### config.mk
export PLATFORM = sky130hd
export DESIGN_NAME = memory_arbiter_flat
export DESIGN_NICKNAME = d
export VERILOG_FILES = /design/src/rtl/memory_arbiter_if.sv /design/src/rtl/memory_arbiter.sv /design/src/flat_wrapper.sv
export SDC_FILE = /design/constraint.sdc
export NUM_CORES = 1
export LEC_CHECK = 0
export CORE_MARGIN = 5
export CORE_UTILIZATION = 23
export DETAILED_ROUTE_END_ITERATION = 16
export PLACE_DENSITY = 0.89
export SLEW_MARGIN = 20
export SYNTH_ARGS = -nofsm -noshare
export SYNTH_HDL_FRONTEND = slang
export SYNTH_SLANG_ARGS = --single-unit
### constraint.sdc
create_clock -name CLK -period 1.5 [get_ports CLK]
set_input_delay 0.3 -clock CLK [delete_from_list [all_inputs] [get_ports CLK]]
set_output_delay 0.3 -clock CLK [all_outputs]
set_load 0.02 [all_outputs]
### src/rtl/memory_arbiter_if.sv
// Bus bundle between the instruction/data requesters, the RAM and memory_arbiter.
// The slave modport is the arbiter's view; master is the environment driving it.
interface memory_arbiter_if;
  logic        iREN;
  logic [31:0] iaddr;
  logic        iwait;
  logic [31:0] iload;

  logic        dREN;
  logic        dWEN;
  logic [31:0] daddr;
  logic [31:0] dstore;
  logic        dwait;
  logic [31:0] dload;

  logic        ramREN;
  logic        ramWEN;
  logic [31:0] ramaddr;
  logic [31:0] ramstore;
  logic [31:0] ramload;
  logic [1:0]  ramstate;

  modport slave (
    input  iREN, iaddr, dREN, dWEN, daddr, dstore, ramload, ramstate,
    output iwait, iload, dwait, dload, ramREN, ramWEN, ramaddr, ramstore
  );

  modport master (
    output iREN, iaddr, dREN, dWEN, daddr, dstore, ramload, ramstate,
    input  iwait, iload, dwait, dload, ramREN, ramWEN, ramaddr, ramstore
  );
endinterface

### src/rtl/memory_arbiter.sv
// Two-requester RAM arbiter: data has priority, instruction fetch is protected from
// starvation, grants are never preempted, with sticky error and timeout flags.
module memory_arbiter #(
  parameter int STARVE_LIMIT = 4,
  parameter int TIMEOUT      = 255
) (
  input  logic            CLK,
  input  logic            nRST,
  memory_arbiter_if.slave bus,
  output logic            err,
  output logic            tmo
);

  localparam int SW = $clog2(STARVE_LIMIT + 1);
  localparam int GW = $clog2(TIMEOUT + 1);
  localparam logic [SW-1:0] STARVE_MAX = SW'(STARVE_LIMIT);
  localparam logic [GW-1:0] GRANT_MAX  = GW'(TIMEOUT);

  localparam logic [1:0] RAM_ACCESS = 2'd2;
  localparam logic [1:0] RAM_ERROR  = 2'd3;

  typedef enum logic [1:0] {IDLE, IGNT, DGNT} state_t;

  state_t        state;
  logic [SW-1:0] starve_cnt;
  logic [GW-1:0] grant_cnt;

  logic dreq;
  logic gnt_req;
  logic ram_access;
  logic starve_hit;

  // A simultaneous read+write from the data side counts as a single write request.
  assign dreq       = bus.dREN | bus.dWEN;
  assign gnt_req    = (state == IGNT) ? bus.iREN : dreq;
  assign ram_access = (bus.ramstate == RAM_ACCESS);
  assign starve_hit = bus.iREN && (starve_cnt == STARVE_MAX);

  // NOTE: all state lives in this one clocked block and uses non-blocking
  // assignments, so every register samples pre-edge values regardless of order.
  always_ff @(posedge CLK or negedge nRST) begin
    if (!nRST) begin
      state      <= IDLE;
      starve_cnt <= '0;
      grant_cnt  <= '0;
      err        <= 1'b0;
      tmo        <= 1'b0;
    end else begin
      case (state)
        IDLE: begin
          if (dreq && !starve_hit) begin
            state      <= DGNT;
            grant_cnt  <= '0;
            // starve_hit is false here, so the increment can never pass STARVE_MAX.
            starve_cnt <= bus.iREN ? starve_cnt + 1'b1 : '0;
          end else if (bus.iREN) begin
            state      <= IGNT;
            grant_cnt  <= '0;
            starve_cnt <= '0;
          end
        end
        default: begin
          // A grant ends only on completion or withdrawal; timeout just flags it.
          if (ram_access || !gnt_req) state <= IDLE;
          if (!ram_access) begin
            if (grant_cnt != GRANT_MAX) grant_cnt <= grant_cnt + 1'b1;
            if (grant_cnt >= GRANT_MAX - 1'b1) tmo <= 1'b1;
          end
          if (bus.ramstate == RAM_ERROR) err <= 1'b1;
        end
      endcase
    end
  end

  // NOTE: every output gets a default before the case so no path infers a latch.
  always_comb begin
    bus.iwait    = 1'b1;
    bus.dwait    = 1'b1;
    bus.iload    = '0;
    bus.dload    = '0;
    bus.ramREN   = 1'b0;
    bus.ramWEN   = 1'b0;
    bus.ramaddr  = '0;
    bus.ramstore = '0;
    case (state)
      IGNT: begin
        bus.ramREN  = bus.iREN;
        bus.ramaddr = bus.iaddr;
        if (ram_access) begin
          bus.iwait = 1'b0;
          bus.iload = bus.ramload;
        end
      end
      DGNT: begin
        bus.ramREN   = bus.dREN & ~bus.dWEN;
        bus.ramWEN   = bus.dWEN;
        bus.ramaddr  = bus.daddr;
        bus.ramstore = bus.dstore;
        if (ram_access) begin
          bus.dwait = 1'b0;
          bus.dload = bus.ramload;
        end
      end
      default: ;
    endcase
  end

endmodule
### src/flat_wrapper.sv
// flat-port wrapper written by rule: the top's interface ports become plain ports
module memory_arbiter_flat 
#(
  parameter int STARVE_LIMIT = 4,
  parameter int TIMEOUT      = 255
)
  (CLK, nRST, err, tmo, bus_iREN, bus_iaddr, bus_dREN, bus_dWEN, bus_daddr, bus_dstore, bus_ramload, bus_ramstate, bus_iwait, bus_iload, bus_dwait, bus_dload, bus_ramREN, bus_ramWEN, bus_ramaddr, bus_ramstore);
  memory_arbiter_if bus_i ();
  input  logic CLK;
  input  logic nRST;
  output logic err;
  output logic tmo;
  input wire logic [$bits(bus_i.iREN)-1:0] bus_iREN;
  input wire logic [$bits(bus_i.iaddr)-1:0] bus_iaddr;
  input wire logic [$bits(bus_i.dREN)-1:0] bus_dREN;
  input wire logic [$bits(bus_i.dWEN)-1:0] bus_dWEN;
  input wire logic [$bits(bus_i.daddr)-1:0] bus_daddr;
  input wire logic [$bits(bus_i.dstore)-1:0] bus_dstore;
  input wire logic [$bits(bus_i.ramload)-1:0] bus_ramload;
  input wire logic [$bits(bus_i.ramstate)-1:0] bus_ramstate;
  output wire logic [$bits(bus_i.iwait)-1:0] bus_iwait;
  output wire logic [$bits(bus_i.iload)-1:0] bus_iload;
  output wire logic [$bits(bus_i.dwait)-1:0] bus_dwait;
  output wire logic [$bits(bus_i.dload)-1:0] bus_dload;
  output wire logic [$bits(bus_i.ramREN)-1:0] bus_ramREN;
  output wire logic [$bits(bus_i.ramWEN)-1:0] bus_ramWEN;
  output wire logic [$bits(bus_i.ramaddr)-1:0] bus_ramaddr;
  output wire logic [$bits(bus_i.ramstore)-1:0] bus_ramstore;
  assign bus_i.iREN = bus_iREN;
  assign bus_i.iaddr = bus_iaddr;
  assign bus_i.dREN = bus_dREN;
  assign bus_i.dWEN = bus_dWEN;
  assign bus_i.daddr = bus_daddr;
  assign bus_i.dstore = bus_dstore;
  assign bus_i.ramload = bus_ramload;
  assign bus_i.ramstate = bus_ramstate;
  assign bus_iwait = bus_i.iwait;
  assign bus_iload = bus_i.iload;
  assign bus_dwait = bus_i.dwait;
  assign bus_dload = bus_i.dload;
  assign bus_ramREN = bus_i.ramREN;
  assign bus_ramWEN = bus_i.ramWEN;
  assign bus_ramaddr = bus_i.ramaddr;
  assign bus_ramstore = bus_i.ramstore;
  memory_arbiter #(.STARVE_LIMIT(STARVE_LIMIT), .TIMEOUT(TIMEOUT)) u_core (.CLK(CLK), .nRST(nRST), .bus(bus_i), .err(err), .tmo(tmo));
endmodule
# Yosys cells after proc, flatten, opt, wreduce, memory -nomap -nowiden
# Index checks and enable logic that the tools add are counted.
[word_totals]
regBits = 15
latch_bits = 0
mem_bits_rw = 0
romBits = 0
input_bits = 135
output_inout_bits = 134
wordCells = 58
memories = 0
[op_classes]
addsub = 2
multipliers = 0
n_div = 0
n_lt_le_gt_ge = 1
eq_ne = 8
shifts = 0
n_mux = 23
bitwise_logic = 5
reduce_logical = 14
[op_table]
columns = ["op", "count"]
rows = [
  ["$mux 32", 4],
  ["$pmux 32 s2", 1],
  ["$mux 8", 5],
  ["$mux 3", 3],
  ["$add 8x1->8 const B", 1],
  ["$ge 8x8->1 const B", 1],
  ["$mux 2", 4],
  ["$ne 8x8->1 const B", 1],
  ["$eq 2x2->1 const B", 3],
  ["$reduce_and 2->1", 3],
  ["$reduce_and 3->1", 2],
  ["$reduce_bool 2->1", 3],
  ["$mux 1", 5],
  ["$add 3x1->3 const B", 1],
  ["$eq 3x3->1 const B", 1],
  ["$ne 3x2->1 const B", 1],
  ["$not 1->1", 3],
  ["$eq 2x1->1 const B", 1],
  ["$logic_and 1x1->1", 2],
  ["$logic_not 1->1", 2],
  ["$logic_not 2->1", 1],
  ["$ne 2x2->1 const B", 1],
  ["$pmux 1 s2", 1],
  ["$and 1x1->1", 1],
  ["2 further kinds", 2],
]

# Depth between registers and ports, before layout
# Gate-level depths: netlist of run 1.
[depth]
word_depth = 6
depth_mapped = 7
depth_no_buf = 6

# Least setup slack after synthesis of run 1
# No wires, ideal clock.
[synth_path]
path_type = "register to output"
from = "register u_core.state[0]"
to = "output bus_ramaddr[0]"
arrival_time_ns = 1.461
required_time_ns = 1.200
setup_slack_ns = -0.261
path_stages_with_launch = 7
cell_sequence = "dfrtp_1 > inv_1 > ha_1 > buf_2 > clkbuf_1 > a22oi_1 > nor2b_1"
[synth_between]
elab_chain_cells = 2
word_cells_on_any_way = 3
[synth_rtl]
columns = ["element", "line", "rtl"]
rows = [
  ["start, declared", "memory_arbiter.sv:24", "state_t state;"],
  ["start signal, assigned", "memory_arbiter.sv:43", "state <= IDLE;"],
  ["start signal, assigned", "memory_arbiter.sv:52", "state <= DGNT;"],
  ["start signal, assigned", "memory_arbiter.sv:57", "state <= IGNT;"],
  ["$eq 2x2->1 / $eq 2x1->1 (equally long branches)", "memory_arbiter.sv:85", "case (state)"],
  ["$pmux 32 s2 (*)", "memory_arbiter.sv:85", ""],
  ["end, declared", "flat_wrapper.sv:27", "output wire logic [$bits(bus_i.ramaddr)-1:0] bus_ramaddr;"],
]
# Every way passes the cells marked *; elsewhere a longest branch is shown, timed or not.

# Worst setup path after layout of run 1
[layout_path]
from = "register u_core.state[1]"
to = "output bus_iload[30]"
[layout_between]
elab_chain_cells = 2
[layout_rtl]
columns = ["element", "line", "rtl"]
rows = [
  ["$eq 2x1->1", "memory_arbiter.sv:85", ""],
  ["$mux 32", "memory_arbiter.sv:85", ""],
  ["end, declared", "flat_wrapper.sv:22", "output wire logic [$bits(bus_i.iload)-1:0] bus_iload;"],
]
# Every way passes these cells.

==> metrics.cfg, run 1 <==
[global_route]
grt.busiest_layer = met2
gr-total-overflow = 0
grtUsageMet3_pct = 4.75
antenna_found_initial = 0
met1_usage_pct = 30.1
grt_pass1_vias = 3769
grt_usage_pct = 25.7
grt_max_degree = 35
grt_pass1_wl_mm = 23.0
use_met2_pct = 48.4

[final_layout]
stdcell_count = 709
synthToLayoutAreaGrowth_pct = 230
drive_gt1_share_pct = 64.1
multi_input_area_mm2 = 0.00225
fin_nets = 744
fillers = 472
diodes = 0
postLayoutCellArea_mm2 = 0.00681
seq_area_um2 = 375

[synth]
synth_top_cell_by_area = and3_1
yosysMostFrequentCell = and3_1
ys_warn_count = 0
ys_seq_area_share_pct = 18.2
yosysTopAreaCellShare_pct = 19.7
async_flop_share_pct = 100
ys_top_cells_by_area = and3_1 20%, dfrtp_1 18%, a22oi_1 12%
synthDistinctLibCells = 36
yosys_most_used_dff = dfrtp_1
syn-instance-count = 283
postSynthNetCount = 425
synth_edf_count = 0
syn_area_per_cell_um2 = 7.29
yosys_register_bits = 15
syn_area_mm2 = 0.00206
netlist_top_cells_count = 65 x and3_1, 36 x and2_1, 33 x a22oi_1, 33 x nor2b_1, 20 x clkbuf_1

[critical_path]
critPathLaunchType = flip-flop
cp-end-kind = output pin
crit_fanout = 6
path_class = reg2out
worstPathArrival_ns = 1.66
cp.required_ns = 1.20

[routing]
wl_mm = 17.7
wire_per_inst_um = 24.9
drt_pass1_iterations = 4
vias = 3749
via_per_inst = 5.29
drt_first_iter_violations = 223
ant_nets = 0
post-route-drc-count = 0

[placement]
dp_cells = 661
dpl.hpwl_mm = 10.1
numPortBuffers = 268
dpl_cell_area_mm2 = 0.00526
routabilityCongestion = 0.806

[cts]
cts_max_path_buffers = 2
cts_inserted_buffers = 3
clock_sinks = 15
cts_root_buf = clkbuf_8
htreeDepth = 1
path_clk_slew_ns = 0.07
cts_tree = yes
clk_latency_ns = 0.26

[power]
p_leak_nw = 2.97
ir_worst_vdd_v = 0.000906
powerDensity_mw_per_mm2 = 1430

[sta]
timing.final.ws_setup_ns = -0.458
skew_ns = 0.00769
grt_setup_unrepaired = true
worst_slew_pin_slew_ns = 0.320
hold_viol = 0
fmax_mhz = 511
maxSlewHeadroom_pct = 78.7
setup_viol = 140
finalCriticalPeriod_ns = 1.96
slew_viol_final = 0
finalCritPeriodShare_pct = 131

[floorplan]
rows = 34
io_pins = 269
die_x_um = 105
die_area_mm2 = 0.0110
start_util_pct = 23.6
die_h_um = 105
core-area_mm2 = 0.00872

[outcome]
failed_checks = setup timing
status = finished, violations left

[hold_path]
hold_class = in2async

[flow_run]
max_cap_violations = 0

[timing repair]
item	CTS	global route
cloned	15	8
hold buffers	0	0
pin swaps	19	4
setup buffers	22	2
resized for setup	858	101
setup endpoints to repair	144	143
[path summary, 6_finish.rpt]
path / from / to / slack [ns] / cells after the start
worst max-delay path: u_core.state[1]$_DFFE_PN0P_ / bus_iload[30] / -0.46 / 6
worst min-delay path: nRST / u_core.err$_DFFE_PN0P_ / 0.36 / 2
worst max register to register: u_core.state[0]$_DFFE_PN0P_ / u_core.grant_cnt[5]$_DFFE_PN0P_ / -0.20 / 8
worst min register to register: u_core.err$_DFFE_PN0P_ / u_core.err$_DFFE_PN0P_ / 0.49 / 1
max in group asynchronous: nRST / u_core.starve_cnt[2]$_DFFE_PN0P_ / 0.95 / 2
min in group CLK: u_core.err$_DFFE_PN0P_ / u_core.err$_DFFE_PN0P_ / 0.49 / 1
[report_power, final]
part / switching (mW) / leakage [nW] / internal (mW)
clock network: 0.164 / 0.0255 / 0.185
logic: 3.77 / 2.75 / 4.99
registers: 0.122 / 0.196 / 0.499
total: 4.05 / 2.97 / 5.67
[registers in the layout (all words and copies together), names as in the netlist]
name	count
u_core.state	2
u_core.starve_cnt	3
u_core.grant_cnt	8
u_core.tmo	1
u_core.err	1
[layout by cell type, fill, tap and decap left out, drive strengths merged, types with 2 or more instances in the layout]
cell,n
clkdlybuf4s50,130
nand4,3
a21o,2
o21ai,11
inv,8
nand3,7
nor2,4
a22oi,33
dlygate4sd2,6
and3,65
buf,202
nand2,10
dfrtp,15
clkbuf,9
and2,36
nor3,3
xnor2,2
nor2b,33
ha,7
[layout make-up]
| class | instances | share of cell area [%] |
|---|---|---|
| inverters | 8 | 0.478 |
| clock inverters | 1 | 0.0735 |
| multi-input cells | 230 | 33.1 |
| well taps | 108 | 1.99 |
| flip-flops and latches | 15 | 5.51 |
| repair buffers | 344 | 58.3 |
| clock buffers | 3 | 0.607 |
[metrics by stage]
stage / utilization [%] / setup WS [ns] / hold slack [ns] / power [mW] / setup TNS (ns)
after floorplan: - / -0.0509 / 0.00441 / 3.59 / -0.534
after global placement: 60.3 / -0.863 / 0.461 / 5.81 / -90.46
after detailed placement: 60.3 / -0.851 / 0.458 / 5.94 / -93.45
after CTS: 72.3 / -0.396 / 0.366 / 8.71 / -44.62
after global routing: 78.0 / -0.519 / 0.386 / 10.1 / -57.90
final: 78.0 / -0.458 / 0.357 / 9.73 / -50.85
[per-layer routing]
layer / share of wire [%] / vias to the layer above
li1: - / 1663
met3: 6.3 / 58
met4: 3.6 / 0
met2: 55 / 195
met1: 35 / 1833
met5: 0 / -
[worst max-delay path, cell delays in order (launching register included)]
cell and delay, ns:
dfrtp_1 0.42, inv_2 0.13, ha_4 0.24, buf_12 0.16, clkbuf_16 0.15, and3_4 0.18
buf_6 0.11
[kinds of logic (layout without fill, tap and decap cells)]
| group | count (synthesis) | after routing | synth area share (%) |
|---|---|---|---|
| and+or+nand+nor | 163 | 163 | 47.8 |
| AOI/OAI and AO/OA | 57 | 57 | 20.5 |
| buffers and inverters | 38 | 356 | 7.83 |
| DFF | 15 | 15 | 18.2 |
| adders and majority gates | 7 | 7 | 4.25 |
| xor gates and xnor gates | 2 | 2 | 0.850 |
| muxes | 1 | 1 | 0.546 |
Power figures use the tool's default switching activity.
==> run 2: changes to the inputs <==
CORE_AREA = 2 2 104 106   (was unset)
CORE_MARGIN = unset   (was 5)
CORE_UTILIZATION = unset   (was 23)
DIE_AREA = 0 0 106 108   (was unset)
PLACE_DENSITY = 0.8   (was 0.89)
==> metrics.cfg, run 2 (synthesized netlist as in run 1, its figures left out) <==
[outcome]
status = finished, violations left
failed_checks = setup timing

[floorplan]
start_util_pct = 20.2  ; -3.5 points
die_x_um = 106  ; +1.3%
rows = 37  ; +8.8%
io_pins = 269  ; unchanged
die_h_um = 108  ; +3.2%
die_area_mm2 = 0.0114  ; +4.5%
core-area_mm2 = 0.0102  ; +17%

[power]
power_frac_comb_pct = 89.5  ; -0.5 points
pwr-share-clk_pct = 3.7  ; about the same
p_leak_nw = 2.97  ; about the same
power_switching_share_pct = 41.9  ; +0.27 points
powerDensity_mw_per_mm2 = 1340  ; -6.0%
internal_power_mw = 5.23  ; -7.9%
ir_worst_vdd_v = 0.000925  ; +2.0%
finalPower_mw = 9.00  ; -7.5%
power_switching_mw = 3.77  ; -6.9%
p_seq_share_pct = 6.8  ; +0.4 points

[cts]
cts_max_path_buffers = 2  ; unchanged
cts_inserted_buffers = 3  ; unchanged
clk_latency_ns = 0.25  ; about the same
cts_tree = yes
path_clk_slew_ns = 0.07  ; about the same
clock_sinks = 15  ; unchanged
htreeDepth = 1  ; unchanged
hold_buffers = 0  ; unchanged
cts_root_buf = clkbuf_8

[critical_path]
startpoint = u_core.state[1]$_DFFE_PN0P_
max_stage_delay_ns = 0.42  ; about the same
r2r-start = u_core.state[1]$_DFFE_PN0P_
critPathLaunchType = flip-flop
cp.required_ns = 1.20  ; about the same
reg2reg_to = u_core.grant_cnt[3]$_DFFE_PN0P_
cp_slowest_cell = dfrtp_1
reg2reg_depth = 8  ; unchanged
cp-end-kind = output pin
worstPathArrival_ns = 1.66  ; about the same
cp_top_family = buffers and inverters
worst-r2r-setup-slack_ns = -0.16  ; +0.04 ns
critPathBufInv = 4  ; unchanged
path_class = reg2out
crit_fanout = 8  ; +2
cp_cell_sequence = inv_2 > ha_4 > buf_6 > buf_8 > and3_1 > buf_4

[global_route]
grt_pass1_wl_mm = 18.6  ; -19%
gr-total-overflow = 0  ; unchanged
grt_max_degree = 33  ; -5.7%
grt_pass1_vias = 3284  ; -13%
antenna_found_initial = 1  ; +1
grt_usage_pct = 20.1  ; -5.6 points

[final_layout]
postLayoutCellArea_mm2 = 0.00670  ; -1.6%
top_regs = u_core.grant_cnt: 8 flops, u_core.starve_cnt: 3 flops, u_core.state: 2 flops
fin_nets = 741  ; -0.40%
largest_register_ffs = 8  ; unchanged
final_core_utilization_pct = 65.5  ; -13 points
top_register = u_core.grant_cnt
layout_commonest_cell = buf_6
drive_gt1_share_pct = 63.0  ; -1.0 points
fillers = 775  ; +64%
final_cell_mix = 136 x buf_6, 130 x clkdlybuf4s50_1, 46 x and3_4
synthToLayoutAreaGrowth_pct = 225
stdcell_count = 735  ; +3.7%

[sta]
grt_setup_unrepaired = true
finalCritPeriodShare_pct = 131  ; about the same
maxSlewHeadroom_pct = 81.5  ; +2.9 points
timing.final.ws_setup_ns = -0.458  ; -0.000160 ns
finalCriticalPeriod_ns = 1.96  ; +0.000160 ns
skew_ns = 0.00410  ; -0.00359 ns
fin_tns_setup_ns = -46.24  ; +4.61 ns
hold_viol = 0  ; unchanged
worst_slew_pin_slew_ns = 0.277  ; -0.0432 ns
setup_viol = 142  ; +1.4%
slew_viol_final = 0  ; unchanged
whs_ns = 0.363  ; +0.00641 ns
fmax_mhz = 511  ; about the same

[routing]
drt_first_iter_violations = 197  ; -12%
drt_pass1_iterations = 4  ; unchanged
post-route-drc-count = 0  ; unchanged
wire_per_inst_um = 20.5  ; -18%
via_per_inst = 4.78  ; -9.7%
ant_nets = 0  ; unchanged
wl_mm = 15.1  ; -15%
vias = 3511  ; -6.3%

[placement]
dp_cells = 686  ; +3.8%
dpl.hpwl_mm = 9.16  ; -9.2%
numPortBuffers = 268  ; unchanged
routabilityCongestion = 0.876  ; +8.7%
pre_cts_ws_ns = -0.895  ; -0.0436 ns
dpl_cell_area_mm2 = 0.00527  ; +0.24%

[hold_path]
hold_class = in2async

[flow_run]
max_cap_violations = 0  ; unchanged

[run 2: how the worst max path moves through the flow]
stage                     end  depth (start not counted)
5_1_grt          bus_iload[1]                          6
3_5_place_dp    bus_iload[16]                          5
6_report         bus_iload[1]                          6
2_1_floorplan  bus_ramaddr[0]                          5
3_3_place_gp     bus_dload[3]                          5
4_1_cts        bus_ramaddr[7]                          6
[run 2: repair_timing]
action,4_1_cts,5_1_grt
setup endpoints to repair,144,148
cloned,7,16
resized for setup,622,327
pin swaps,5,14
setup buffers,11,13
[run 2: per-layer routing]
metal | wire, µm | track usage, % | share of wire (%) | up-vias
met5 | 0 | 0 | 0 | -
li1 | - | - | - | 1658
met1 | 5820 | 24.5 | 39 | 1671
met4 | 473 | 4.32 | 3.1 | 0
met3 | 911 | 5.06 | 6.0 | 40
met2 | 7870 | 35.9 | 52 | 142
[run 2: layout make-up]
cell class | instances | area (µm²) | share of cell area [%]
Clock inverter | 1 | 5.00 | 0.0747
Multi-Input combinational cell | 230 | 2220 | 33.1
Timing Repair Buffer | 341 | 3850 | 57.5
Clock buffer | 3 | 41.3 | 0.616
Antenna cell | 1 | 2.50 | 0.0373
Sequential cell | 15 | 375 | 5.60
Inverter | 8 | 32.5 | 0.486
Tap cell | 136 | 170 | 2.54
[run 2: power groups by stage]
stage / sequential [mW] / combinational, mW / clock, mW
2_1_floorplan: 0.597 / 3.00 / 0
3_3_place_gp: 0.592 / 5.18 / 0
3_5_place_dp: 0.604 / 5.29 / 0
4_1_cts: 0.605 / 5.89 / 0.348
5_1_grt: 0.627 / 8.44 / 0.365
6_report: 0.610 / 8.05 / 0.337
==> run 3: changes to the inputs <==
CTS_CLUSTER_DIAMETER = 120   (was unset)
==> results of run 3 <==
Final layout, timing and power as in run 2 (identical DEF).
==> patch (settings of run 2) <==
Reset style: synchronous (`nRST`), changed in one clocked block.
--- a/src/rtl/memory_arbiter.sv
+++ b/src/rtl/memory_arbiter.sv
@@ -38,7 +38,7 @@
 
   // NOTE: all state lives in this one clocked block and uses non-blocking
   // assignments, so every register samples pre-edge values regardless of order.
-  always_ff @(posedge CLK or negedge nRST) begin
+  always_ff @(posedge CLK) begin
     if (!nRST) begin
       state      <= IDLE;
       starve_cnt <= '0;
Formal check against the unedited RTL: differs if nRST is asserted again (counterexample within 4 cycles, from zero or initial values and one cycle with nRST low); with nRST held inactive, the same outputs for 10 cycles.
==> patch against run 2 <==
The run still ends with negative setup slack left. Count of clock-buffer cells in the layout is 1 higher. Final cell count is 1.1% lower. Design area is 8.9% lower. Sequential cell count stayed put. Non-clock buffer count is 13 lower. Worst hold slack worse by 0.085 ns. Routed wire length is 5.4% lower. Setup slack better by 0.13 ns. Die area stayed put. Register-to-register slack worse by 0.06 ns. Area after synthesis is 1.9% lower.
Power is not compared: it rests on default switching activity, and its combinational part moved more than twofold at a synthesized area within 25%.
==> patch: results (changes against run 2) <==
- Setup TNS: -33.12 ns (was -46.24 ns)
- Vias post-DR: 3555 (was 3511)
- Worst Tran Pin Value: 0.329 ns (was 0.277 ns)
- Crit path DAT: 1.53 ns (was 1.66 ns)
- Fillers: 859 (was 775)
- Fraction of the yosys area taken by sequential cells: 0.148 (was 0.182)
- # diodes: 0 (was 1)
- Type of the worst min-delay path: primary input to flop (was primary input to async pin)
- First-pass GRT wire length: 19500 um (was 18600 um)
- Post-synth top flop: dfxtp_1 (was dfrtp_1)
- Post-synth cell types: 38 (was 36)
- Reg2reg setup slack: -0.22 ns (was -0.16 ns)
- Crit Path Max Fanout: 5 (was 8)
- Critical Path Start: u_core.state[0] (was u_core.state[1])
- Post-Syn Nets: 433 (was 425)
- Share of cells above drive strength 1: 0.585 (was 0.630)
- R2r endpoint: u_core.grant_cnt[3] (unchanged)
- Final Setup Violations: 142 (unchanged)
- Violations in the final reports: negative setup slack (unchanged)
- Mux contribution to synthesized area: 0 (was 0.00546)
- Crit path capture: bus_ramaddr[27] (was bus_iload[1])
- CP max stage delay: 0.37 ns (was 0.42 ns)
- Synth Area in Compound Gates: 0.237 (was 0.205)
- Worst Skew: 0.000728 ns (was 0.00410 ns)
- Initial antenna violation count: 0 (was 1)
- DP Wirelength: 10000 um (was 9160 um)
- Post-Place Setup Slack: -0.832 ns (was -0.895 ns)
- Final WS setup: -0.333 ns (was -0.458 ns)
- DP Cell Count: 702 (was 686)
- Fraction of synthesized cell area in xor and xnor cells: 0 (was 0.00850)
- Met1 GRT Util: 0.238 (was 0.245)
- Status: finished, violations left (unchanged)
- RR Startpoint: u_core.grant_cnt[1] (was u_core.state[1])
- Synth cell count leaders: and3_1 (64), and2_1 (34), a22oi_1 (33), nor2b_1 (33), clkbuf_1 (31) (was and3_1 (65), and2_1 (36), a22oi_1 (33), nor2b_1 (33), clkbuf_1 (20))
- Comb. pwr: ~0.0023 W
- All-Layer GR Usage: 0.216 (was 0.201)
- Adder-cell share of the synthesized area: 0.0433 (was 0.0425)
- Async set or reset register ratio after synthesis: 0 (was 1.00)
- Metal-1 WL: 5040 um (was 5820 um)
- Critical path's slowest cell: dfxtp_4 (was dfrtp_1)
- Met3 global-route usage: 0.0856 (was 0.0506)
- R2R cell count: 7 (was 8)
- Largest net degree at the start of global routing: 36 (was 33)
- GPL Wtd Cong: 0.855 (was 0.876)
- Global Route met2 Usage: 0.385 (was 0.359)
- Metal3 WL: 1560 um (was 911 um)
## patch: timing repair
item / in CTS / in global routing
gates resized for setup: 616 / 200
setup endpoints to repair: 146 / 147
pin swaps: 17 / 24
buffers inserted: 5 / 8
gates cloned: 6 / 2
## patch: area by class of cell
| type | instances | area [um2] | share of cell area |
|---|---|---|---|
| Timing Repair Buffer | 328 | 3450 | 0.565 |
| Tap cell | 136 | 170 | 0.0279 |
| Clock buffer | 4 | 45.0 | 0.00738 |
| Sequential cell | 15 | 313 | 0.0513 |
| Multi-Input combinational cell | 235 | 2090 | 0.342 |
| Inverter | 9 | 41.3 | 0.00677 |
## patch: stage by stage
stage                util  cell area [um2]
finish              0.597             6100
global route        0.597             6100
CTS                 0.538             5510
detailed placement  0.527             5390
global placement    0.527             5390
floorplan               -             2320
## patch: cells by family (layout without fill, tap and decap cells)
kind of cell,count (synthesis),after routing
DFF,15,15
AOI/OAI and AO/OA,64,64
adders and majority gates,7,7
and+or+nand+nor,164,164
buffers and inverters,41,341
